--- src/rtl/refund_sequencer.sv ---
// refund_sequencer -- credit / refund controller for the vending datapath.
//
// Accumulates coin credit (in nickel units), services buy requests against a
// price, and on a falling edge of the refund switch pays the remaining credit
// back as a timed train of eject pulses, largest coin first.
//
// Optional build macro: AUTO_CHANGE_EN
//   defined   : after a vend with credit left over, change is ejected at once
//   undefined : change is only returned on a refund falling edge
//
// Ports:
//   clk, reset          clock, asynchronous active-high reset
//   nickel/dime/quarter one-cycle coin pulses worth 1 / 2 / 5 units
//   refund              refund switch level (synchronous to clk)
//   buy, price          one-cycle purchase request, price sampled with it
//   credit              current credit (registered)
//   vend                one-cycle dispense pulse
//   short_funds         one-cycle pulse, buy rejected for lack of credit
//   coin_bounce         one-cycle pulse, an inserted coin was not accepted
//   eject_q/d/n         eject solenoid drives, each pulse PULSE_TICKS long
//   busy                high whenever the controller is not idle
module refund_sequencer #(
  parameter int CREDIT_W    = 6,
  parameter int PULSE_TICKS = 2,
  parameter int GAP_TICKS   = 2
) (
  input  logic                clk,
  input  logic                reset,
  input  logic                nickel,
  input  logic                dime,
  input  logic                quarter,
  input  logic                refund,
  input  logic                buy,
  input  logic [CREDIT_W-1:0] price,
  output logic [CREDIT_W-1:0] credit,
  output logic                vend,
  output logic                short_funds,
  output logic                coin_bounce,
  output logic                eject_q,
  output logic                eject_d,
  output logic                eject_n,
  output logic                busy
);

  localparam int TICK_MAX = (PULSE_TICKS > GAP_TICKS) ? PULSE_TICKS : GAP_TICKS;
  localparam int TICK_W   = $clog2(TICK_MAX) + 1;

  localparam logic [TICK_W-1:0] PULSE_LOAD = TICK_W'(PULSE_TICKS - 1);
  localparam logic [TICK_W-1:0] GAP_LOAD   = TICK_W'(GAP_TICKS - 1);
  localparam logic [TICK_W-1:0] TICK_ONE   = TICK_W'(1);

  // Coin values in credit width, and one bit wider for overflow detection.
  localparam logic [CREDIT_W-1:0] VAL_Q = CREDIT_W'(5);
  localparam logic [CREDIT_W-1:0] VAL_D = CREDIT_W'(2);
  localparam logic [CREDIT_W-1:0] VAL_N = CREDIT_W'(1);

  typedef enum logic [1:0] {
    IDLE  = 2'd0,
    VEND  = 2'd1,
    EJECT = 2'd2,
    GAP   = 2'd3
  } state_t;

  state_t              state, state_next;
  logic [CREDIT_W-1:0] credit_next;
  logic [TICK_W-1:0]   tick, tick_next;
  logic                refund_prev;
  logic                pending, pending_next;
  logic                vend_next, short_next, bounce_next, busy_next;
  logic                eject_q_next, eject_d_next, eject_n_next;

  logic                fall;
  logic                any_coin, multi_coin;
  logic [CREDIT_W:0]   coin_value;
  logic [CREDIT_W:0]   coin_sum;
  logic                enter_eject;
  logic                clear_pending;

  assign fall       = refund_prev & ~refund;
  assign any_coin   = nickel | dime | quarter;
  assign multi_coin = (quarter & (dime | nickel)) | (dime & nickel);

  // Only the most valuable simultaneous coin is considered for acceptance.
  always_comb begin
    coin_value = '0;
    if (quarter)     coin_value = {1'b0, VAL_Q};
    else if (dime)   coin_value = {1'b0, VAL_D};
    else if (nickel) coin_value = {1'b0, VAL_N};
  end

  // Max credit is all ones, so any carry out means the coin would overflow.
  assign coin_sum = {1'b0, credit} + coin_value;

  always_comb begin
    state_next    = state;
    credit_next   = credit;
    tick_next     = (tick != '0) ? tick - TICK_ONE : tick;
    short_next    = 1'b0;
    bounce_next   = 1'b0;
    enter_eject   = 1'b0;
    clear_pending = 1'b0;
    eject_q_next  = 1'b0;
    eject_d_next  = 1'b0;
    eject_n_next  = 1'b0;

    case (state)
      IDLE: begin
        if (buy) begin
          bounce_next = any_coin;
          if (credit >= price) begin
            credit_next = credit - price;
            state_next  = VEND;
            tick_next   = '0;
          end else begin
            short_next = 1'b1;
          end
        end else if (pending) begin
          bounce_next   = any_coin;
          clear_pending = 1'b1;
          if (credit != '0) enter_eject = 1'b1;
        end else if (any_coin) begin
          bounce_next = multi_coin | coin_sum[CREDIT_W];
          if (!coin_sum[CREDIT_W]) credit_next = coin_sum[CREDIT_W-1:0];
        end
      end

      VEND: begin
        bounce_next = any_coin;
`ifdef AUTO_CHANGE_EN
        if (credit != '0) enter_eject = 1'b1;
        else              state_next  = IDLE;
`else
        state_next = IDLE;
`endif
      end

      EJECT: begin
        bounce_next = any_coin;
        if (tick == '0) begin
          state_next = GAP;
          tick_next  = GAP_LOAD;
        end
      end

      GAP: begin
        bounce_next = any_coin;
        if (tick == '0) begin
          if (credit != '0) begin
            enter_eject = 1'b1;
          end else begin
            state_next    = IDLE;
            clear_pending = 1'b1;
          end
        end
      end

      default: state_next = IDLE;
    endcase

    // Greedy coin choice happens on every EJECT entry; credit drops at entry
    // so the credit output already shows what remains after this coin.
    if (enter_eject) begin
      state_next = EJECT;
      tick_next  = PULSE_LOAD;
      if (credit >= VAL_Q) begin
        eject_q_next = 1'b1;
        credit_next  = credit - VAL_Q;
      end else if (credit >= VAL_D) begin
        eject_d_next = 1'b1;
        credit_next  = credit - VAL_D;
      end else begin
        eject_n_next = 1'b1;
        credit_next  = credit - VAL_N;
      end
    end else if (state_next == EJECT) begin
      eject_q_next = eject_q;
      eject_d_next = eject_d;
      eject_n_next = eject_n;
    end

    vend_next = (state_next == VEND);
    busy_next = (state_next != IDLE);

    // A new falling edge always wins over a clear in the same cycle.
    pending_next = (pending & ~clear_pending) | fall;
  end

  always_ff @(posedge clk or posedge reset) begin
    if (reset) begin
      state       <= IDLE;
      credit      <= '0;
      tick        <= '0;
      refund_prev <= 1'b0;
      pending     <= 1'b0;
      vend        <= 1'b0;
      short_funds <= 1'b0;
      coin_bounce <= 1'b0;
      eject_q     <= 1'b0;
      eject_d     <= 1'b0;
      eject_n     <= 1'b0;
      busy        <= 1'b0;
    end else begin
      state       <= state_next;
      credit      <= credit_next;
      tick        <= tick_next;
      refund_prev <= refund;
      pending     <= pending_next;
      vend        <= vend_next;
      short_funds <= short_next;
      coin_bounce <= bounce_next;
      eject_q     <= eject_q_next;
      eject_d     <= eject_d_next;
      eject_n     <= eject_n_next;
      busy        <= busy_next;
    end
  end

endmodule

--- config.mk ---
export PLATFORM = sky130hd
export DESIGN_NAME = refund_sequencer
export DESIGN_NICKNAME = d
export VERILOG_FILES = /design/src/rtl/refund_sequencer.sv
export SDC_FILE = /design/constraint.sdc
export NUM_CORES = 1
export LEC_CHECK = 0
export ABC_AREA = 1
export CAP_MARGIN = 20
export CORE_MARGIN = 2
export CORE_UTILIZATION = 50
export CTS_BUF_LIST = sky130_fd_sc_hd__clkbuf_8
export DETAILED_ROUTE_END_ITERATION = 8
export PLACE_DENSITY = 0.83
export SYNTH_ARGS = -nofsm -noshare
export SYNTH_HDL_FRONTEND = slang
export SYNTH_SLANG_ARGS = --single-unit
export TNS_END_PERCENT = 50
--- constraint.sdc ---
create_clock -name clk -period 2.8 [get_ports clk]
set_clock_uncertainty 0.1 [all_clocks]
set_input_delay 0.84 -clock clk [delete_from_list [all_inputs] [get_ports clk]]
set_output_delay 0.84 -clock clk [all_outputs]
set_load 0.02 [all_outputs]
# Word-level counts from Yosys, hierarchy flattened
# Cells that the tools add are included.
# W data, S select, Z words.
op_classes:
  add_sub_neg: 6
  order_cmp: 3
  n_eq_ne: 9
  n_mux: 51
  bitwise: 11
  n_reduce_logical: 9
ops:
  columns: ["cell", "count"]
  rows:
  - ["$mux W6", 9]
  - ["$mux W1", 24]
  - ["$mux W2", 12]
  - ["$pmux W2 S4", 1]
  - ["$add A6 B7 Y7", 1]
  - ["$eq A2 B2 Y1 const B", 3]
  - ["$ge A6 B2 Y1 const B", 1]
  - ["$ge A6 B3 Y1 const B", 1]
  - ["$ge A6 B6 Y1", 1]
  - ["$ne A3 B2 Y1 const B", 2]
  - ["$pmux W1 S2", 3]
  - ["$reduce_bool A2 Y1", 3]
  - ["$reduce_bool A6 Y1", 1]
  - ["$sub A6 B1 Y6 const B", 1]
  - ["$sub A6 B2 Y6 const B", 1]
  - ["$sub A6 B3 Y6 const B", 1]
  - ["$sub A6 B6 Y6", 1]
  - ["$or A1 B1 Y1", 5]
  - ["$reduce_and A5 Y1", 1]
  - ["$and A1 B1 Y1", 4]
  - ["$eq A2 B1 Y1 const B", 2]
  - ["$logic_not A2 Y1", 2]
  - ["$pmux W2 S2", 1]
  - ["$mux W3", 1]
  - ["other kinds (6)", 7]
word_totals:
  register_bits: 19
  in_bits: 13
  out_inout_bits: 13
  word_cells: 101

# Depth between registers and ports, before layout
depth:
  depth_word: 10
  ltp_mapped: 16
  depth_no_buf: 16

# Worst setup path before layout
# OpenSTA, ideal clock, no wires.
synth_path:
  kind: "input to register"
  from: "input port dime"
  to: "register credit[1]"
  setup_time_ps: 131
  t_arrival_ps: 2411
  path_slack_ps: 158
  path_stages: 16
  n_path_buf: 0
  cell_sequence: "inv_1 > nor2_1 > nor2_1 > ha_1 > inv_1 > fa_1 > inv_1 > nand2_1 > nand2_1 > nand3_1 > o21ai_2 > nand3_4 > nand2_4 > inv_4 > nand2_1 > o21ai_2"
synth_between:
  elab_chain_len: 9
  word_cells_on_any_way: 14
  classes_between: "add/sub (1); eq/ne (1); mux (8); bitwise (2); reduce/logical (2)"
synth_rtl:
  columns: ["element", "line", "text"]
  rows:
  - ["from (decl)", "30", "input logic dime,"]
  - ["$mux W2", "87", "else if (dime) coin_value = {1'b0, VAL_D};"]
  - ["$mux W3", "86", "if (quarter) coin_value = {1'b0, VAL_Q};"]
  - ["$add A6 B7 Y7", "92", "assign coin_sum = {1'b0, credit} + coin_value;"]
  - ["$mux W6", "123", "if (!coin_sum[CREDIT_W]) credit_next = coin_sum[CREDIT_W-1:0];"]
  - ["$mux W6", "121", "end else if (any_coin) begin"]
  - ["$mux W6", "117", "end else if (pending) begin"]
  - ["$mux W6", "108", "if (buy) begin"]
  - ["$mux W6", "106", "case (state)"]
  - ["$mux W6", "162", "if (enter_eject) begin"]
  - ["to (signal assigned)", "204", "credit <= credit_next;"]
  - ["to (decl)", "35", "output logic [CREDIT_W-1:0] credit,"]
# Several ways; a longest one is shown, not always the timed one. The select of a mux whose other input is x is not followed.
# A chain may end at the register's enable or synchronous reset.

# Worst setup path after layout
layout_path:
  from: "input port dime"
  to: "register credit[2]"
# The elaborated chain is that of the path after synthesis.

==> report_table.html <==
<table>
<tr><th>Metric</th><th>Value</th></tr>
<tr><th colspan="2">Logic synthesis</th></tr>
<tr><td>Main synth FF type</td><td>sky130_fd_sc_hd__dfrtp_1</td></tr>
<tr><td>FFs w/ async S/R, synth</td><td>100%</td></tr>
<tr><td>Post-Syn Area</td><td>between 2000 and 2500 µm²</td></tr>
<tr><td>Area share of the largest cell type after synthesis</td><td>approximately a quarter</td></tr>
<tr><td>Synth area leaders</td><td>sky130_fd_sc_hd__dfrtp_1 24%, sky130_fd_sc_hd__nand2_1 17%, sky130_fd_sc_hd__ha_1 13%</td></tr>
<tr><td>Avg Synthesized Cell Area</td><td>approximately 7 µm²</td></tr>
<tr><td>Netlist cell types</td><td>33</td></tr>
<tr><td>Cell accounting for the most synthesized area</td><td>sky130_fd_sc_hd__dfrtp_1</td></tr>
<tr><td>Instance count of the mapped netlist</td><td>approximately 290</td></tr>
<tr><td>Sequential fraction of the synthesis area</td><td>approximately a quarter</td></tr>
<tr><td>Synth Net Count</td><td>about 320</td></tr>
<tr><td>Synthesis-stage register bit count</td><td>19</td></tr>
<tr><td>Synthesis warning total</td><td>0</td></tr>
<tr><td>Number of flops mapped to enable cells by yosys</td><td>0</td></tr>
<tr><th colspan="2">Global route</th></tr>
<tr><td>Antenna violations before repair</td><td>0</td></tr>
<tr><td>Combined global-route utilization of all metal layers</td><td>approximately a quarter</td></tr>
<tr><td>Wire length of the first global-routing pass</td><td>about 8.6 mm</td></tr>
<tr><td>Maximum number of pins on one net before global-route repair</td><td>20</td></tr>
<tr><td>Total grt overflow</td><td>0</td></tr>
<tr><td>Via count of the first global-routing pass</td><td>1994</td></tr>
<tr><th colspan="2">Setup path</th></tr>
<tr><td>Crit. End Element</td><td>register</td></tr>
<tr><td>Category of the worst setup path launch point</td><td>input port</td></tr>
<tr><td>Maximum net fanout on the critical path</td><td>2</td></tr>
<tr><td>Startpoint of the most critical setup path</td><td>dime</td></tr>
<tr><td>Register-to-register setup slack</td><td>520 ps</td></tr>
<tr><td>Reg-to-reg startpoint</td><td>credit[0]</td></tr>
<tr><td>Data required time of the worst path</td><td>approximately 2900 ps</td></tr>
<tr><td>Arrival time worst endpoint</td><td>2840 ps</td></tr>
<tr><td>Path type of the worst setup path</td><td>in -&gt; reg</td></tr>
<tr><th colspan="2">Clocking</th></tr>
<tr><td>Clock-pin slew on the worst setup and hold paths</td><td>around 70 ps</td></tr>
<tr><td>Quantity of hold-fixing buffers added after cts</td><td>0</td></tr>
<tr><td>Clock buffer count from CTS</td><td>3</td></tr>
<tr><td>Total number of H-tree levels</td><td>1</td></tr>
<tr><td>Cell at the root of the clock tree</td><td>sky130_fd_sc_hd__clkbuf_8</td></tr>
<tr><td>Clock Latency Late Sink</td><td>between 200 and 300 ps</td></tr>
<tr><td>Longest Clk Path Bufs</td><td>2</td></tr>
<tr><td>Num Clock Sinks</td><td>19</td></tr>
<tr><td>TritonCTS clock tree</td><td>built</td></tr>
<tr><th colspan="2">Die</th></tr>
<tr><td># IOs</td><td>26</td></tr>
<tr><td>Standard-cell rows</td><td>23</td></tr>
<tr><td>Width of the die</td><td>between 60 and 70 µm</td></tr>
<tr><td>Standard cell core area</td><td>3940 µm²</td></tr>
<tr><td>Die outline area</td><td>4540 µm²</td></tr>
<tr><td>Effective utilization at floorplan</td><td>between 50% and 60%</td></tr>
<tr><td>Die Y-Extent</td><td>~67 µm</td></tr>
<tr><th colspan="2">Drt</th></tr>
<tr><td>Count of nets left with antenna violations after detail routing</td><td>0</td></tr>
<tr><td>TritonRoute pass-1 iters</td><td>4</td></tr>
<tr><td>DRC violation count after routing</td><td>0</td></tr>
<tr><td>Aggregate routed wire length</td><td>5.21 mm</td></tr>
<tr><td>Drt via density</td><td>5.23</td></tr>
<tr><td>Via count</td><td>around 2000</td></tr>
<tr><td>Starting DRT DRC Count</td><td>roughly 120</td></tr>
<tr><td>WL/cell</td><td>between 10 and 15 µm</td></tr>
<tr><th colspan="2">Place</th></tr>
<tr><td>Setup Slack @ Placement</td><td>-546 ps</td></tr>
<tr><td>Number of buffer cells added on primary ports</td><td>25</td></tr>
<tr><td>DP HPWL</td><td>3.83 mm</td></tr>
<tr><td>Global placer's final weighted congestion</td><td>around 0.94</td></tr>
<tr><th colspan="2">Timing</th></tr>
<tr><td>Final Slew Violations</td><td>0</td></tr>
<tr><td>Final critical-path setup slack</td><td>roughly 50 ps</td></tr>
<tr><td>Final setup fails</td><td>0</td></tr>
<tr><td>Shortest period the worst path allows</td><td>2750 ps</td></tr>
<tr><td>Worst Max-Slew Pin Slew</td><td>between 600 and 700 ps</td></tr>
<tr><td>Max_slew headroom</td><td>a little over half</td></tr>
<tr><td>Peak Freq</td><td>between 300 and 400 MHz</td></tr>
<tr><td>Final hold vios</td><td>0</td></tr>
<tr><td>Setup TNS</td><td>0 ps</td></tr>
<tr><td>Ratio of final minimum period to clock period</td><td>98.2%</td></tr>
<tr><th colspan="2">Finish</th></tr>
<tr><td>Synth-to-Final Area Change</td><td>27.9%</td></tr>
<tr><td>Area of combinational cells with multiple inputs</td><td>around 1300 µm²</td></tr>
<tr><td>Layout cells sized above 1</td><td>a little over a fifth</td></tr>
<tr><td>Ant. Diodes</td><td>0</td></tr>
<tr><td>Most frequent cells in the layout</td><td>85 x sky130_fd_sc_hd__nand2_1, 40 x sky130_fd_sc_hd__inv_1, 28 x sky130_fd_sc_hd__buf_4</td></tr>
<tr><td>Net count reported at finish</td><td>378</td></tr>
<tr><td>Storage cell area</td><td>about 480 µm²</td></tr>
<tr><td>Filler cells</td><td>330</td></tr>
<tr><td>Most common library cell in the layout ignoring fill and taps</td><td>sky130_fd_sc_hd__nand2_1</td></tr>
<tr><th colspan="2">Run status</th></tr>
<tr><td>Run status</td><td>complete, no violations</td></tr>
<tr><th colspan="2">Job</th></tr>
<tr><td>Maximum capacitance violations</td><td>0</td></tr>
<tr><th colspan="2">Min path</th></tr>
<tr><td>Critical hold path startpoint</td><td>eject_n</td></tr>
<tr><td>Hold crit path type</td><td>reg -&gt; reg</td></tr>
<tr><th colspan="2">Power and ir drop</th></tr>
<tr><td>Static leakage</td><td>about 1.4 nW</td></tr>
<tr><td>Maximum ir drop on the vdd rail</td><td>~0.00058 V</td></tr>
<tr><td>Total power density per cell area</td><td>roughly 1100 nW/µm²</td></tr>
</table>
worst max-delay path: stages:
cell,delay (ps)
sky130_fd_sc_hd__dlygate4sd2_1,240
sky130_fd_sc_hd__inv_2,60
sky130_fd_sc_hd__nor2_2,30
sky130_fd_sc_hd__nor2_1,100
sky130_fd_sc_hd__ha_2,200
sky130_fd_sc_hd__inv_2,40
sky130_fd_sc_hd__fa_2,330
sky130_fd_sc_hd__inv_2,90
sky130_fd_sc_hd__buf_4,110
sky130_fd_sc_hd__buf_4,90
sky130_fd_sc_hd__buf_4,100
sky130_fd_sc_hd__buf_4,100
sky130_fd_sc_hd__nor2_1,40
sky130_fd_sc_hd__o22ai_1,250
sky130_fd_sc_hd__o21ai_1,90
sky130_fd_sc_hd__o21ai_1,120
sequential cells by signal (all words and copies together), names as in the netlist:
| signal | cells |
|---|---|
| short_funds | 1 |
| credit | 6 |
| pending | 1 |
| vend | 1 |
| eject_d | 1 |
| state | 2 |
| coin_bounce | 1 |
| refund_prev | 1 |
| tick | 2 |
| busy | 1 |
| eject_q | 1 |
| eject_n | 1 |
Yosys cell counts, types with 2 or more instances:
cell,number
sky130_fd_sc_hd__nand2_1,91
sky130_fd_sc_hd__inv_4,2
sky130_fd_sc_hd__inv_2,3
sky130_fd_sc_hd__buf_6,3
sky130_fd_sc_hd__o21ai_2,3
sky130_fd_sc_hd__o21ai_0,10
sky130_fd_sc_hd__o21ai_1,3
sky130_fd_sc_hd__a21oi_1,4
sky130_fd_sc_hd__fa_1,2
sky130_fd_sc_hd__nand4_1,8
sky130_fd_sc_hd__nand2_2,5
sky130_fd_sc_hd__nand3_2,4
sky130_fd_sc_hd__xnor2_1,2
sky130_fd_sc_hd__nand3_4,3
sky130_fd_sc_hd__dfrtp_1,19
sky130_fd_sc_hd__nor2_1,15
sky130_fd_sc_hd__inv_1,43
sky130_fd_sc_hd__nand3_1,27
sky130_fd_sc_hd__nor2_4,3
sky130_fd_sc_hd__o211ai_1,4
sky130_fd_sc_hd__ha_1,21
sky130_fd_sc_hd__xor2_1,2
cells by family after synthesis:
group	share of synthesized area (%)
and+or+nand+nor	39.7
adders and majority gates	15.1
DFF	23.7
AOI/OAI and AO/OA	8.11
buffers and inverters	11.7
xor gates and xnor gates	1.75
layout make-up:
class / count / share of cell area (%)
Multi-Input combinational cell: 216 / 52.0
Tap cell: 50 / 2.44
Inverter: 49 / 7.55
Sequential cell: 19 / 18.5
Clock inverter: 1 / 0.195
Timing Repair Buffer: 53 / 17.6
Clock buffer: 3 / 1.61
metal layers:
layer  up-vias  routed length, µm  global-route usage, %
met5         -                  0                      0
met4         0                175                   11.0
met3        18                363                   2.50
met2        88               2550                   43.1
met1       915               2120                   30.8
li1       1025                  -                      -
timing repair:
item / CTS / global route
gates resized for setup: 12 / 8
setup endpoints to repair: 7 / 9
buffers inserted: 5 / 2
pin swaps: 6 / 5
power by group:
group / total, W / leakage, nW / switching [W] / internal [W]
clock: 0.000191 / 0.0255 / 0.0000924 / 0.0000991
sequential: 0.000479 / 0.236 / 0.000104 / 0.000375
combinational: 0.00223 / 1.11 / 0.00134 / 0.000882
total: 0.00290 / 1.37 / 0.00154 / 0.00136
per-stage QoR:
stage / cells / power, W / hold WS, ps / area (µm²) / util [%]
floorplan: 288 / 0.00195 / 388 / 2010 / -
global placement: 380 / 0.00248 / 407 / 2440 / 61.8
detailed placement: 380 / 0.00255 / 420 / 2440 / 61.8
CTS: 389 / 0.00280 / 437 / 2540 / 64.3
global route: 391 / 0.00316 / 467 / 2570 / 65.1
finish: 391 / 0.00290 / 429 / 2570 / 65.1
worst paths after layout:
path / endpoint / depth (start not counted)
max in group asynchronous: credit[5] / 2
setup reg to reg: credit[5] / 12
setup / recovery: credit[2] / 16
hold / removal: eject_n / 2
min in group asynchronous: eject_d / 2
hold reg to reg: eject_n / 2
Note: power is estimated with default switching activity, not from simulation.
